## src/rtl/cp0_status_nest.sv

```systemverilog
// CP0 Status register (Reg 12, sel 0) with an exception-nesting context stack
// and a synchronised, masked interrupt-request path.
module cp0_status_nest #(
    parameter int unsigned NIRQ        = 8,
    parameter int unsigned DEPTH       = 4,
    parameter int unsigned SYNC_STAGES = 2
) (
    input  logic                       clk,
    input  logic                       reset,
    input  logic                       writeenable,
    input  logic [31:0]                writedata,
    input  logic                       activeexception,
    input  logic                       eret,
    input  logic [NIRQ-1:0]            irq_in,
    output logic [31:0]                statusreg,
    output logic                       iec,
    output logic [NIRQ-1:0]            irq_pending,
    output logic                       int_req,
    output logic [$clog2(DEPTH+1)-1:0] nest_level,
    output logic                       stack_overflow,
    output logic                       stack_underflow
);

    localparam int unsigned LW = $clog2(DEPTH + 1);
    localparam int unsigned AW = (DEPTH > 1) ? $clog2(DEPTH) : 1;

    localparam logic [31:0]   ImMask   = ((32'h1 << NIRQ) - 32'h1) << 8;
    localparam logic [31:0]   WMask    = ImMask | 32'h0000_00FB;
    localparam logic [31:0]   ResetVal = 32'h0000_00E0;
    localparam logic [LW-1:0] LvlFull  = LW'(DEPTH);
    localparam logic [LW-1:0] LvlOne   = LW'(1);

    logic [31:0]     status_q, status_d;
    logic [LW-1:0]   nest_q, nest_d;
    logic [3:0]      stack_q [DEPTH];
    logic [3:0]      stack_d [DEPTH];
    logic            ovf_q, ovf_d;
    logic            unf_q, unf_d;
    logic [NIRQ-1:0] sync_q [SYNC_STAGES];
    logic [NIRQ-1:0] sync_d [SYNC_STAGES];
    logic [NIRQ-1:0] pend_q, pend_d;
    logic            ireq_q, ireq_d;

    logic [LW-1:0]   top;
    logic [3:0]      ctx;

    // Next-state: prioritised exception > ERET > MTC0, plus the irq pipeline.
    always_comb begin
        status_d = status_q;
        nest_d   = nest_q;
        stack_d  = stack_q;
        ovf_d    = ovf_q;
        unf_d    = 1'b0;
        top      = nest_q - LvlOne;
        ctx      = stack_q[top[AW-1:0]];

        sync_d[0] = irq_in;
        for (int i = 1; i < SYNC_STAGES; i++) begin
            sync_d[i] = sync_q[i-1];
        end
        pend_d = sync_q[SYNC_STAGES-1] & status_q[8 +: NIRQ];
        // Uses the pre-update Status, hence the extra cycle of latency.
        ireq_d = (|pend_q) & status_q[0] & ~status_q[1];

        if (activeexception) begin
            if (nest_q != LvlFull) begin
                stack_d[nest_q[AW-1:0]] = {status_q[4:3], status_q[1], status_q[0]};
                nest_d = nest_q + LvlOne;
            end else begin
                ovf_d = 1'b1;
            end
            status_d[4:3] = 2'b00;
            status_d[1]   = 1'b1;
            status_d[0]   = 1'b0;
        end else if (eret) begin
            if (nest_q != '0) begin
                status_d[4:3] = ctx[3:2];
                status_d[1]   = ctx[1];
                status_d[0]   = ctx[0];
                nest_d        = top;
            end else begin
                // Empty stack: fall back to single-level ERET semantics.
                status_d[1] = 1'b0;
                status_d[0] = 1'b1;
                unf_d       = 1'b1;
            end
        end else if (writeenable) begin
            status_d = writedata & WMask;
        end
    end

    // State registers with synchronous reset.
    always_ff @(posedge clk) begin
        if (reset) begin
            status_q <= ResetVal;
            nest_q   <= '0;
            ovf_q    <= 1'b0;
            unf_q    <= 1'b0;
            pend_q   <= '0;
            ireq_q   <= 1'b0;
            for (int i = 0; i < DEPTH; i++) begin
                stack_q[i] <= '0;
            end
            for (int i = 0; i < SYNC_STAGES; i++) begin
                sync_q[i] <= '0;
            end
        end else begin
            status_q <= status_d;
            nest_q   <= nest_d;
            ovf_q    <= ovf_d;
            unf_q    <= unf_d;
            pend_q   <= pend_d;
            ireq_q   <= ireq_d;
            stack_q  <= stack_d;
            sync_q   <= sync_d;
        end
    end

    // Output mapping.
    always_comb begin
        statusreg       = status_q;
        iec             = status_q[0];
        irq_pending     = pend_q;
        int_req         = ireq_q;
        nest_level      = nest_q;
        stack_overflow  = ovf_q;
        stack_underflow = unf_q;
    end

endmodule

```

## config.mk

```make
export PLATFORM = sky130hd
export DESIGN_NAME = cp0_status_nest
export DESIGN_NICKNAME = d
export VERILOG_FILES = /design/src/rtl/cp0_status_nest.sv
export SDC_FILE = /design/constraint.sdc
export NUM_CORES = 1
export LEC_CHECK = 0
export CAP_MARGIN = 15
export CELL_PAD_IN_SITES_DETAIL_PLACEMENT = 1
export CELL_PAD_IN_SITES_GLOBAL_PLACEMENT = 1
export CORE_AREA = 2 2 108 79
export DETAILED_ROUTE_END_ITERATION = 16
export DIE_AREA = 0 0 110 81
export PLACE_DENSITY = 0.8
export SYNTH_ARGS = -nofsm -noshare
export SYNTH_HDL_FRONTEND = slang
export SYNTH_SLANG_ARGS = --single-unit
```

## constraint.sdc

```tcl
create_clock -name clk -period 2.4 [get_ports clk]
set_input_delay 0.36 -clock clk [delete_from_list [all_inputs] [get_ports clk]]
set_output_delay 0.36 -clock clk [all_outputs]
set_load 0.01 [all_outputs]
```

==> summary.md <==
| Metric | Value |
|---|---|
| FMAX | `just over 500 MHz` |
| Tightest Hold Check Type | `reg2reg` |
| Hpwl dp | `around 4500 um` |
| CP Cell Sequence | `inv_1 -> ha_1 -> ha_1 -> or3b_2 -> a22oi_1 -> nor3_1` |
| Clock buffer depth | `2` |
| # setup viols final | `0` |
| CTS root buffer | `clkbuf_8` |
| # diodes | `0` |
| CP startpoint kind | `flip-flop` |
| Largest net degree at the start of global routing | `36` |
| Area growth from synthesis to final layout | `33.01%` |
| Die width | `about 110 um` |
| Antenna viol nets, final | `0` |
| Max cap viols | `0` |
| CTS Buf Count | `9` |
| Final RePlAce weighted congestion | `approximately 0.83` |
| Asr flop ratio synth | `0` |
| Hold Buf Count CTS | `0` |
| Area leader, netlist | `dfxtp_1` |
| Post-CTS setup buffers | `0` |
| Layout cells sized above 1 | `0.09174` |
| Antenna violations before repair | `0` |
| Hold Crit Depth | `2` |
| Site Rows | `28` |
| Period Utilization, post-route | `0.8040` |
| Initial core utilization | `0.3061` |
| Vias per cell | `around 4.6` |
| Tot GR Track Use | `0.1486` |
| Most common cell after layout, fill and taps aside | `dfxtp_1` |
| Starting DRT DRC Count | `120` |
| Worst VDD drop | `around 0.23 mV` |
| CP max FO | `5` |
| Resize count post-CTS | `0` |
| Later-pin clock latency in the skew report | `approximately 330 ps` |
| Sequential fraction of the synthesis area | `0.4972` |
| Distinct cell type count after synthesis | `36` |
| Global-route wire length before repair | `about 9900 um` |
| Filler Cell Count | `933` |
| Clock sinks | `a little over 60` |
| RSZ-0062 raised after global routing | `false` |
| Crit-path slowest cell | `or3b_2` |
| Critical path class | `reg2reg` |
| Status | `complete, no violations` |
| Synth Area per Inst | `slightly above 9 um^2` |
| DIE AREA | `8910 um^2` |
| R2R depth | `6` |
| Post-Syn Instances | `around 260` |
| Synth area leaders | `dfxtp_1, buf_4, a21oi_1, nor2b_1, nand2_1` |
| Final Max Tran Viols | `0` |
| Cell Pwr Density | `around 720 nW/um^2` |
| FF+latch count, synth | `61` |
| YS warnings | `0` |
| Critical Path RT | `about 2600 ps` |
| DR WL/cell | `14.56 um` |
| Worst Path Arrival | `about 2100 ps` |
| Post-place instance area | `just over 3000 um^2` |
| EDFF count, synth | `0` |
| Top delay family on crit path | `simple AND/OR/NAND/NOR gates` |
| Final Hold Fails | `0` |
| WP depth | `6` |
| Slew @ Worst Pin | `688.1 ps` |
| Post-detailed-routing wire length | `6292 um` |
| Crit end category | `flip-flop` |
| Most used cell, CP | `ha_1` |
| Static leakage | `~1.3 nW` |
| Placeable Area | `8023 um^2` |
| Vias in the first global route | `roughly 2000` |
| Max incr delay on CP | `about 520 ps` |
| I/O Pins | `92` |
| Top FF cell, synth | `dfxtp_1` |
| Post-route cell area | `roughly 3300 um^2` |
| PortBufs | `57` |
| Synthesized cell area | `between 2000 and 2500 um^2` |
| H-tree lvl count | `3` |
| TritonCTS clock tree | `yes` |
| TritonRoute pass-1 iters | `4` |
| Die Ht | `about 81 um` |
| Max_slew headroom | `0.5413` |
| Crit path buf inv count | `1` |
| Most frequent cells in the layout | `dfxtp_1, clkdlybuf4s50_1, nand2_1` |
| Grt ovf | `0` |
| Worst-path clk slew | `roughly 70 ps` |
| Final nets | `between 300 and 400` |
| Setup TNS | `0 ps` |
| Tmin final | `roughly 1900 ps` |
| Vias | `about 2000` |
| Yosys top cell area share | `0.4972` |
| Post-route DRC | `0` |
| Layout Skew | `5.381 ps` |
state kept, by name, indices dropped and copies added (netlist names):
register         flops
stack_underflow      1
sync_d               8
nest_level           3
irq_pending          8
sync_q               8
statusreg           15
stack_q             16
stack_overflow       1
int_req              1
final cells by class:
type / count / area (um^2) / area share
sequential: 61 / 1221 / 0.3738
multi-input combinational: 180 / 1071 / 0.3278
timing repair buffer: 64 / 618.1 / 0.1892
clock buffer: 11 / 151.4 / 0.04634
tap: 105 / 131.4 / 0.04021
clock inverter: 4 / 47.55 / 0.01455
inverter: 7 / 26.28 / 0.008043
per-layer routing:
metal,up-vias,global-route usage,wire length (um),part of all wire
met5,-,0,0,0
met4,0,0.04557,43,0.0068
met3,5,0.04414,317,0.050
met2,48,0.2362,2930,0.47
met1,947,0.1947,3001,0.48
li1,972,-,-,-
metrics by stage:
stage	hold WS, ps	total power, mW	util	std cells	setup WS [ps]
after CTS	425.2	2.375	0.4072	432	467.0
after floorplan	404.3	1.322	-	279	541.5
after detailed placement	412.8	1.461	0.3824	417	318.5
after global routing	434.7	2.454	0.4072	432	336.1
final	418.7	2.349	0.4072	432	470.5
after global placement	408.0	1.445	0.3824	417	371.2
cells by family (layout without fill, tap and decap cells):
logic type | Yosys count | count (layout) | synth area share
mux | 10 | 10 | 0.06674
fa+ha+maj | 6 | 6 | 0.03056
xor+xnor | 1 | 1 | 0.003567
buf+inv | 38 | 86 | 0.09119
other cells | 1 | 17 | 0.001527
flops | 61 | 61 | 0.4972
compound gates | 45 | 45 | 0.1019
simple gates | 101 | 101 | 0.2073
cells in the mapped netlist (3+ instances only):
master / number
a21oi_1: 23
buf_2: 4
buf_4: 18
clkbuf_1: 6
dfxtp_1: 61
ha_1: 6
inv_1: 7
mux2i_1: 4
mux4_1: 3
nand2_1: 29
nand2b_1: 3
nand3_1: 14
nand3b_1: 4
nor2_1: 16
nor2b_1: 18
nor3_1: 8
o21ai_0: 15
worst paths after layout:
| path | slack [ps] | start | to |
|---|---|---|---|
| setup / recovery | 470 | nest_level[1] | nest_level[2] |
| hold / removal | 420 | sync_q[1] | irq_pending[1] |
| setup reg to reg | 470 | nest_level[1] | nest_level[2] |
| hold reg to reg | 420 | sync_q[1] | irq_pending[1] |
worst register-to-register path, stage by stage, from the launching register on:
cell and delay, ps:
dfxtp_1 420, inv_1 110, ha_1 200, ha_1 260, or3b_2 520, a22oi_1 210
nor3_1 70
power breakdown:
part	switching (mW)	internal (mW)
clock	0.384	0.527
combinational	0.187	0.168
sequential	0.0317	1.05
Power figures use the tool's default switching activity.
